===== src/rtl/rr_onehot_arbiter_if.sv =====
// rr_onehot_arbiter_if: request/grant bundle between requesters and the round-robin arbiter.
interface rr_onehot_arbiter_if;
   logic [7:0] req;
   logic [7:0] gnt;
   logic       gnt_valid;
   logic       revoked;
   modport master (output req, input gnt, gnt_valid, revoked);
   modport slave  (input req, output gnt, gnt_valid, revoked);
endinterface


===== src/rtl/rr_onehot_arbiter.sv =====
// rr_onehot_arbiter: 8-way round-robin arbiter, registered one-hot grant with hold,
// release and timeout preemption; requester k owns bit [7-k] of req/gnt.
module rr_onehot_arbiter #(
   parameter int MAX_HOLD = 16,
   parameter int CNT_W    = 5
) (
   input logic                clk,
   input logic                rst_n,
   rr_onehot_arbiter_if.slave bus
);
   typedef enum logic {IDLE, GRANT} state_t;
   localparam logic [CNT_W-1:0] HOLD_LAST = (MAX_HOLD == 0) ? '0 : CNT_W'(MAX_HOLD - 1);
   state_t           r_state, w_state_nxt;
   logic [7:0]       r_gnt, w_gnt_nxt;
   logic [2:0]       r_ptr, w_ptr_nxt;
   logic [2:0]       r_g, w_g_nxt;
   logic [CNT_W-1:0] r_hold, w_hold_nxt;
   logic             r_revoked, w_revoked_nxt;
   logic [7:0]       w_req_k;
   logic [2:0]       w_pick;
   logic             w_any, w_rel, w_tmo;
   // index requests by requester number rather than bit position
   for (genvar k = 0; k < 8; k++) begin : g_rev
      assign w_req_k[k] = bus.req[7-k];
   end
   assign w_any = |bus.req;
   assign w_rel = ~w_req_k[r_g];
   assign w_tmo = (MAX_HOLD != 0) && (r_hold == HOLD_LAST) && |(bus.req & ~r_gnt);
   // descending scan so the requester closest to ptr is assigned last and wins
   always_comb begin
      w_pick = r_ptr;
      for (int i = 7; i >= 0; i--)
         if (w_req_k[r_ptr + 3'(i)]) w_pick = r_ptr + 3'(i);
   end
   always_ff @(posedge clk or negedge rst_n) begin
      if (!rst_n) begin
         r_state   <= IDLE;
         r_gnt     <= '0;
         r_ptr     <= '0;
         r_g       <= '0;
         r_hold    <= '0;
         r_revoked <= 1'b0;
      end else begin
         r_state   <= w_state_nxt;
         r_gnt     <= w_gnt_nxt;
         r_ptr     <= w_ptr_nxt;
         r_g       <= w_g_nxt;
         r_hold    <= w_hold_nxt;
         r_revoked <= w_revoked_nxt;
      end
   end
   always_comb begin
      w_state_nxt = (r_state == IDLE) ? (w_any ? GRANT : IDLE)
                                      : ((w_rel || w_tmo) ? IDLE : GRANT);
   end
   // every grant exit goes through IDLE, giving the downstream encoder a zero bubble
   always_comb begin
      w_gnt_nxt     = '0;
      w_g_nxt       = r_g;
      w_ptr_nxt     = r_ptr;
      w_hold_nxt    = '0;
      w_revoked_nxt = 1'b0;
      if (r_state == IDLE) begin
         if (w_any) begin
            w_gnt_nxt = 8'h80 >> w_pick;
            w_g_nxt   = w_pick;
         end
      end else if (w_rel || w_tmo) begin
         w_ptr_nxt     = r_g + 3'd1;
         w_revoked_nxt = ~w_rel;
      end else begin
         w_gnt_nxt  = r_gnt;
         w_hold_nxt = (r_hold == HOLD_LAST) ? r_hold : r_hold + CNT_W'(1);
      end
   end
   assign bus.gnt       = r_gnt;
   assign bus.gnt_valid = |r_gnt;
   assign bus.revoked   = r_revoked;
endmodule


===== src/flat_wrapper.sv =====
// flat-port wrapper written by rule: the top's interface ports become plain ports
module rr_onehot_arbiter_flat 
#(
   parameter int MAX_HOLD = 16,
   parameter int CNT_W    = 5
)
  (clk, rst_n, bus_req, bus_gnt, bus_gnt_valid, bus_revoked);
  rr_onehot_arbiter_if bus_i ();
  input logic clk;
  input logic rst_n;
  input wire logic [$bits(bus_i.req)-1:0] bus_req;
  output wire logic [$bits(bus_i.gnt)-1:0] bus_gnt;
  output wire logic [$bits(bus_i.gnt_valid)-1:0] bus_gnt_valid;
  output wire logic [$bits(bus_i.revoked)-1:0] bus_revoked;
  assign bus_i.req = bus_req;
  assign bus_gnt = bus_i.gnt;
  assign bus_gnt_valid = bus_i.gnt_valid;
  assign bus_revoked = bus_i.revoked;
  rr_onehot_arbiter #(.MAX_HOLD(MAX_HOLD), .CNT_W(CNT_W)) u_core (.clk(clk), .rst_n(rst_n), .bus(bus_i));
endmodule

===== config.mk =====
export PLATFORM = sky130hd
export DESIGN_NAME = rr_onehot_arbiter_flat
export DESIGN_NICKNAME = d
export VERILOG_FILES = /design/src/rtl/rr_onehot_arbiter_if.sv /design/src/rtl/rr_onehot_arbiter.sv /design/src/flat_wrapper.sv
export SDC_FILE = /design/constraint.sdc
export NUM_CORES = 1
export LEC_CHECK = 0
export CELL_PAD_IN_SITES_DETAIL_PLACEMENT = 0
export CELL_PAD_IN_SITES_GLOBAL_PLACEMENT = 2
export CORE_MARGIN = 1.5
export CORE_UTILIZATION = 39
export CTS_CLUSTER_DIAMETER = 50
export DETAILED_ROUTE_END_ITERATION = 10
export GPL_ROUTABILITY_DRIVEN = 0
export PLACE_DENSITY_LB_ADDON = 0.1
export SETUP_SLACK_MARGIN = 0.5
export SLEW_MARGIN = 0
export SYNTH_ARGS = -nofsm -noshare
export SYNTH_HDL_FRONTEND = slang
export SYNTH_SLANG_ARGS = --single-unit

===== constraint.sdc =====
create_clock -name clk -period 9.6 [get_ports clk]
set_input_delay 1.44 -clock clk [delete_from_list [all_inputs] [get_ports clk]]
set_output_delay 1.44 -clock clk [all_outputs]
set_load 0.005 [all_outputs]

# [Word-level counts from Yosys, hierarchy flattened]
# Index checks and enable logic that the tools add are counted.
# W data, S select, Z words.
[word_totals] inputBits=10 wordCells=76 output_inout_bits=10 regBits=21
[op_classes] n_lt_le_gt_ge=9 n_eq_ne=3 n_mux=37 n_shift=1 reduce_logical=7 add_sub_neg=9 bitwise_logic=4
[op_table] cell="$lt A3 B4 Y1 const B" n=9
[op_table] cell="$bmux W1 S3" n=9
[op_table] cell="$mux W3" n=8
[op_table] cell="$mux W8" n=3
[op_table] cell="$reduce_or A8 Y1" n=3
[op_table] cell="$mux W5" n=3
[op_table] cell="$mux W1" n=14
[op_table] cell="$add A3 B3 Y3 const B" n=4
[op_table] cell="$and A8 B8 Y8" n=1
[op_table] cell="$not A8 Y8" n=1
[op_table] cell="$shr A8 B3 Y8 const A" n=1
[op_table] cell="$add A3 B1 Y3 const B" n=2
[op_table] cell="$add A3 B2 Y3 const B" n=2
[op_table] cell="$add A5 B1 Y5 const B" n=1
[op_table] cell="$eq A5 B4 Y1 const B" n=1
[op_table] cell="$reduce_and A2 Y1" n=2
[op_table] cell="$ne A3 B3 Y1 const B" n=1
[op_table] cell="$ne A2 B2 Y1 const B" n=1
[op_table] cell="$not A1 Y1" n=2
[op_table] cell="$logic_and A1 B1 Y1" n=1
[op_table] cell="$logic_or A1 B1 Y1" n=1

# [Longest topological paths before layout]
# Gate-level depths: netlist (run 1).
[logic_depth] depth_word=14 ltp_mapped=12

# [Worst setup path after synthesis (run 1)]
# No wires, ideal clock.
[synth_path] kind="input-to-reg" from="in bus_req[6]" to="reg u_core.r_gnt[4], in the netlist u_core.bus.gnt[4]" path_slack_ps=5911 setup_ps=74 arrival_ps=3615 cell_stages=8 n_path_buf=1 required_time_ps=9526 path_cell_list="clkbuf_1 > mux4_2 > mux2_2 > or4_1 > nand4_1 > nor3_2 > or4b_4 > o21ai_2"
[synth_between] elab_chain_cells=13 word_cells_on_any_way=36 cone_classes="eq/ne: 1; shift: 1; mux: 28; bitwise: 2; reduce/logical: 4"
[synth_rtl] item="start: declaration" line_no="flat_wrapper.sv:11" rtl="input wire logic [$bits(bus_i.req)-1:0] bus_req;"
[synth_rtl] item="$bmux W1 S3" line_no="rr_onehot_arbiter.sv:33" rtl="if (w_req_k[r_ptr + 3'(i)]) w_pick = r_ptr + 3'(i);"
[synth_rtl] item="$mux W1 (implied by the code)" line_no="rr_onehot_arbiter.sv:33"
[synth_rtl] item="$mux W3 (8 in a row)" line_no="rr_onehot_arbiter.sv:33"
[synth_rtl] item="$shr A8 B3 Y8" line_no="rr_onehot_arbiter.sv:65" rtl="w_gnt_nxt = 8'h80 >> w_pick;"
[synth_rtl] item="$mux W8" line_no="rr_onehot_arbiter.sv:64" rtl="if (w_any) begin"
[synth_rtl] item="$mux W8" line_no="rr_onehot_arbiter.sv:63" rtl="if (r_state == IDLE) begin"
[synth_rtl] item="end signal: assignment" line_no="rr_onehot_arbiter.sv:45" rtl="r_gnt <= w_gnt_nxt;"
[synth_rtl] item="end: declaration" line_no="rr_onehot_arbiter.sv:14" rtl="logic [7:0] r_gnt, w_gnt_nxt;"
# Several ways; a longest one is shown, not always the timed one. The select of a mux whose other input is x is not followed.
# A chain may end at the register's enable or synchronous reset.

# [Worst setup path in the final report (run 1)]
[layout_path] from="reg u_core.r_ptr[1]" to="reg u_core.r_gnt[2], in the netlist u_core.bus.gnt[2]"
[layout_between] elab_chain_cells=14 word_cells_on_any_way=34 cone_classes="add/sub: 7; shift: 1; mux: 26"
[layout_rtl] item="start: declaration" line_no="rr_onehot_arbiter.sv:15" rtl="logic [2:0] r_ptr, w_ptr_nxt;"
[layout_rtl] item="start signal: assignment" line_no="rr_onehot_arbiter.sv:46" rtl="r_ptr <= w_ptr_nxt;"
[layout_rtl] item="$add A3 B3 Y3" line_no="rr_onehot_arbiter.sv:33"
[layout_rtl] item="$bmux W1 S3" line_no="rr_onehot_arbiter.sv:33"
[layout_rtl] item="$mux W1 (implied by the code)" line_no="rr_onehot_arbiter.sv:33"
[layout_rtl] item="$mux W3 (7 in a row)" line_no="rr_onehot_arbiter.sv:33"
[layout_rtl] item="$mux W3 *" line_no="rr_onehot_arbiter.sv:33"
[layout_rtl] item="$shr A8 B3 Y8 *" line_no="rr_onehot_arbiter.sv:65"
[layout_rtl] item="$mux W8 *" line_no="rr_onehot_arbiter.sv:64"
[layout_rtl] item="$mux W8 *" line_no="rr_onehot_arbiter.sv:63"
# Mark *: on every way between the ends. The rest lies on a longest branch, timed or not. The select of a mux whose other input is x is not followed.

==> results of run 1 <==
==> through the flow <==
stage | util [%] | power [W] | std cells
floorplan | - | 0.000657 | 220
global placement | 44.7 | 0.000802 | 292
detailed placement | 44.7 | 0.000806 | 292
CTS | 45.7 | 0.000870 | 296
global route | 45.7 | 0.000944 | 296
finish | 45.7 | 0.000873 | 296
==> sequential cells by signal (all words and copies together) (netlist names) <==
name / cells
u_core.bus.gnt: 8
u_core.r_hold: 5
u_core.r_g: 3
u_core.r_ptr: 3
u_core.bus.revoked: 1
u_core.r_state: 1
==> layout make-up <==
cell class,instances,area (um2)
fillers,511,2790
multi-input cells,167,1440
flip-flops and latches,21,526
repair buffers,20,198
well taps,70,87.6
inverters,14,52.6
clock buffers,3,41.3
clock inverters,1,7.51
==> worst register-to-register path, stage by stage, from the launching register on <==
cell and delay (ns):
dfrtp_1 0.96, clkinv_1 0.48, ha_1 0.68, mux4_2 0.59, and3_1 0.20, a211o_1 0.27, a221o_1 0.29, a41oi_1 0.39
o21ai_0 0.25, o31ai_1 0.27
==> power by group <==
part	leakage (nW)	total, W	internal [W]	switching [W]
Sequential	0.273	0.000174	0.000117	0.0000566
Combinational	0.646	0.000640	0.000297	0.000342
Clock	0.0217	0.0000598	0.0000293	0.0000305
==> cell usage in the layout, fill, tap and decap left out, drive strengths merged, types with 2 or more instances in the layout <==
master / n
xor2: 4
nor3: 7
nor4: 4
nor2: 10
a21oi: 10
and3: 3
clkdlybuf4s50: 19
o21ai: 14
ha: 5
dfrtp: 21
and2: 4
mux2: 13
clkinv: 2
inv: 12
a31oi: 3
or3: 4
clkbuf: 3
nand2: 19
nand3: 2
xnor2: 2
mux4: 15
mux2i: 13
nand2b: 3
o31ai: 2
o22ai: 4
==> metal layers <==
layer	GRT usage, %	routed length, um
met4	8.52	174
met2	35.3	2840
met1	25.4	2420
met3	1.44	215
met5	0	0
==> cell families (layout without fill, tap and decap cells) <==
family | count (synthesis) | in the layout | share of synthesized area (%)
DFF | 21 | 21 | 25.1
AOI/OAI and AO/OA | 49 | 49 | 16.0
and+or+nand+nor | 66 | 66 | 17.6
xor gates and xnor gates | 6 | 6 | 2.51
adders and majority gates | 5 | 5 | 2.99
buffers and inverters | 32 | 38 | 6.39
muxes | 41 | 41 | 29.5
==> final timing paths <==
path,from,endpoint,slack [ns],cells after the start
min reg2reg,u_core.bus.gnt[3],u_core.bus.gnt[3],0.56,2
max reg2reg,u_core.r_ptr[1],u_core.bus.gnt[2],5.12,9
min,u_core.bus.gnt[3],u_core.bus.gnt[3],0.56,2
min in group asynchronous,rst_n,u_core.r_g[1],1.70,1
max in group asynchronous,rst_n,u_core.bus.gnt[1],7.33,1
max,u_core.r_ptr[1],u_core.bus.gnt[2],5.12,9
==> impl_metrics.toml, run 1 <==
[placement]
pre_cts_ws_ns = 5.13
hpwlAfterDp_um = 4120
placed_area_um2 = 2300
numPortBuffers = 19

[yosys]
ys_seq_elements = 21
yosysMostFrequentCell = "dfrtp_1"
synth.top_cells.by_count = "dfrtp_1, nand2_1, mux4_2, mux2i_1"
ys.warnings.count = 0
synth_enable_flop_cells = 0
syn-cell-area_um2 = 2090
synth_top_area_share_pct = 25.1
netlist_instances = 220
synth_nets = 235
yosysSeqAreaShare_pct = 25.1
synthTopCellsByArea = "dfrtp_1, mux4_2, mux2_2"
synth_area_leader_cell = "dfrtp_1"
syn_avg_cell_area_um2 = 9.52
synthFlopType = "dfrtp_1"
async_flop_share_pct = 100
synth.distinct_cells = 57

[run]
cap_violations = 0

[clock_network]
clk_latency_ns = 0.26
cts_hold_buf = 0
htree_levels = 1
cts_made_buffers = 3
path_clk_slew_ns = 0.08
cts_buffer_depth = 2
post_cts_resized = 0
post_cts_buffers = 0
tritoncts = "done"
clock_sinks = 21
root_buffer = "clkbuf_8"

[finish]
areaGrowthSynthToFinish_pct = 12.1
nNetsFinal = 242
final_cell_area_um2 = 2350
n_antenna_cell = 0
drive_above_1_share_pct = 18.1

[floorplanning]
die_x_um = 76.3
start_util_pct = 40.7
num_rows = 26
core-area_um2 = 5140
die_y_um = 76.3
die_area_um2 = 5820
ioPinCount = 20

[worst_setup_path]
start_kind = "flop"
cp_slowest_cell = "dfrtp_1"
crit_required_ns = 9.77
critPathKind = "flop to flop"
path_cells = "clkinv_1, ha_1, mux4_2, and3_1, a211o_1, a221o_1, a41oi_1, o21ai_0, o31ai_1"
slowest_delay_ns = 0.96
cp.arrival_ns = 4.65
critical_path.endpoint_type = "flop"
cp_num_buf_inv = 1
cp_top_family = "compound AO/OA/AOI/OAI gates"
critPathMaxFanout = 25

[timing]
min_period_ns = 4.48
hold_ws_ns = 0.561
worst_slack_ns = 5.12
hold_viol_final = 0
max-slew-margin-rel_pct = 37.3
fin_crit_sh_pct = 46.6
setup_viol = 0
drv_slew = 0
fin_skew_ns = 0.00694
tightest_slew_ns = 0.937
fmax_ghz = 0.223
rsz0062_at_grt = "no"
setup_tns_ns = 0

[routing]
vias = 1808
dr.pass1.iters = 4
drtAntennaViolNets = 0
wire_per_inst_um = 19.1
drt_iter0_markers = 135
via_per_inst = 6.11
remaining_drc_errors = 0
routed_wl_um = 5650

[global_routing]
antenna_found_initial = 0
grt.overflow.total = 0
grt_pass1_vias = 1822
grt_pass1_wl_um = 9440
grt_start_max_net_pins = 28
grt.total_usage_pct = 20.1

[power_and_ir_drop]
power.density_nw_per_um2 = 372
irDropWorstVdd_mv = 0.148
p_leak_nw = 0.941

[hold_path]
hold_path_class = "flop to flop"

[outcome]
status = "complete, no violations"
No activity file was read; power rests on OpenSTA's default activity.
==> inputs of run 2 (changes only) <==
Settings changed: CORE_UTILIZATION 39 to 33.
Clock period 9.6 ns to 4.1 ns, I/O delays scaled along.
==> impl_metrics.toml, run 2 (synthesized netlist as in run 1, its figures left out) <==
[finish]
fillers = 629
drive_above_1_share_pct = 18.9
final_cell_area_um2 = 2370
largest_register_ffs = 8
mostFrequentLayoutCell = "dfrtp_1"
n_antenna_cell = 0
final_cell_mix = "dfrtp_1, nand2_1, clkdlybuf4s50_1, mux4_2, mux2i_1"
nNetsFinal = 244
areaGrowthSynthToFinish_pct = 13.0

[timing]
rsz0062_at_grt = "no"
setup_viol = 0
tightest_slew_ns = 0.966
drv_slew = 0
min_period_ns = 3.42
max-slew-margin-rel_pct = 35.4
fin_crit_sh_pct = 83.4
fmax_ghz = 0.292
fin_skew_ns = 0.00656
hold_viol_final = 0
setup_tns_ns = 0

[outcome]
status = "complete, no violations"

[floorplanning]
ioPinCount = 20
die_y_um = 82.7
start_util_pct = 34.8
num_rows = 28
die_area_um2 = 6830
core-area_um2 = 6030
die_x_um = 82.7

[hold_path]
min-delay-start = "u_core.bus.gnt[5]"
whs_endpoint = "u_core.bus.gnt[5]"
hold_path_class = "flop to flop"
holdPathStages = 2

[clock_network]
cts_made_buffers = 3
path_clk_slew_ns = 0.08
tritoncts = "done"
cts_buffer_depth = 2
clk_latency_ns = 0.26
clock_sinks = 21
cts_hold_buf = 0
root_buffer = "clkbuf_8"
htree_levels = 1

[power_and_ir_drop]
p_leak_nw = 0.950
irDropWorstVdd_mv = 0.442
p_total_w = 0.00208
power.density_nw_per_um2 = 877

[worst_setup_path]
critPathKind = "input pin to flop"
cp.arrival_ns = 3.61
start_kind = "input pin"
crit_required_ns = 4.29
critical_path.endpoint_type = "flop"
critPathMaxFanout = 13
ff2ff_path_depth = 9
timing.rr.start = "u_core.r_ptr[0]"
rrSetupSlack_ns = 0.77
crit-reg2reg-capture = "u_core.bus.gnt[2]"

[routing]
drt_iter0_markers = 120
wire_per_inst_um = 19.4
drtAntennaViolNets = 0
routed_wl_um = 5870
via_per_inst = 5.97
dr.pass1.iters = 4
vias = 1808
remaining_drc_errors = 0

[global_routing]
grt.total_usage_pct = 19.2
grt_pass1_vias = 1820
grt.overflow.total = 0
grt_pass1_wl_um = 9880
antenna_found_initial = 0
grt_start_max_net_pins = 27

[placement]
numPortBuffers = 19
placed_area_um2 = 2320
hpwlAfterDp_um = 4400

[run]
cap_violations = 0
[run 2: stage by stage]
stage	hold slack (ns)	worst slack [ns]	instances	utilization, %
6_report	0.570	0.679	303	39.3
5_1_grt	0.618	0.558	303	39.3
4_1_cts	0.566	0.694	303	39.2
3_5_place_dp	0.549	0.416	299	38.5
3_3_place_gp	0.543	0.461	299	38.5
2_1_floorplan	0.319	0.616	220	-
[run 2: what timing repair did]
| action | CTS | global route |
|---|---|---|
| resized for setup | 0 | 1 |
| endpoints found under the setup margin | 0 | 1 |
| setup buffers | 0 | 0 |
[run 2: worst max path at each step]
stage | start | endpoint | slack (ns) | cells after the start
after floorplan | u_core.r_ptr[1] | u_core.bus.gnt[6] | 0.62 | 12
after global placement | bus_req[0] | u_core.bus.gnt[6] | 0.46 | 8
after detailed placement | bus_req[0] | u_core.bus.gnt[6] | 0.42 | 8
after CTS | bus_req[0] | u_core.bus.gnt[6] | 0.69 | 8
after global routing | bus_req[0] | u_core.bus.gnt[3] | 0.56 | 8
final | bus_req[0] | u_core.bus.gnt[6] | 0.68 | 8
[run 2: layout make-up]
class / instances / area (um2) / area share [%]
clock buffer: 4 / 45.0 / 1.90
inverter: 14 / 52.6 / 2.22
multi-input combinational: 167 / 1440 / 60.7
sequential: 21 / 526 / 22.2
tap: 75 / 93.8 / 3.96
timing repair buffer: 22 / 213 / 8.99
[run 2: per-layer routing]
layer  GRT usage (%)  up-vias  wire (um)  share of wire (%)
met5               0        -          0                  0
met1            29.7      915       2900                 49
met4            2.67        0         28               0.48
li1                -      847          -                  -
met3            2.97        4        249                4.2
met2            28.6       42       2690                 46
[run 2: worst max-delay path: stages]
cell	delay [ns]
clkdlybuf4s50_1	0.67
mux4_2	0.61
mux2_4	0.32
or4_1	0.50
nand4_1	0.10
nor3_2	0.10
or4b_4	0.55
o21ai_2	0.14
[run 2: power by group]
group	switching (W)	internal [W]	leakage (nW)
Combinational	0.000856	0.000712	0.654
Clock	0.0000654	0.0000692	0.0228
Sequential	0.0000969	0.000276	0.273
Total	0.00102	0.00106	0.950
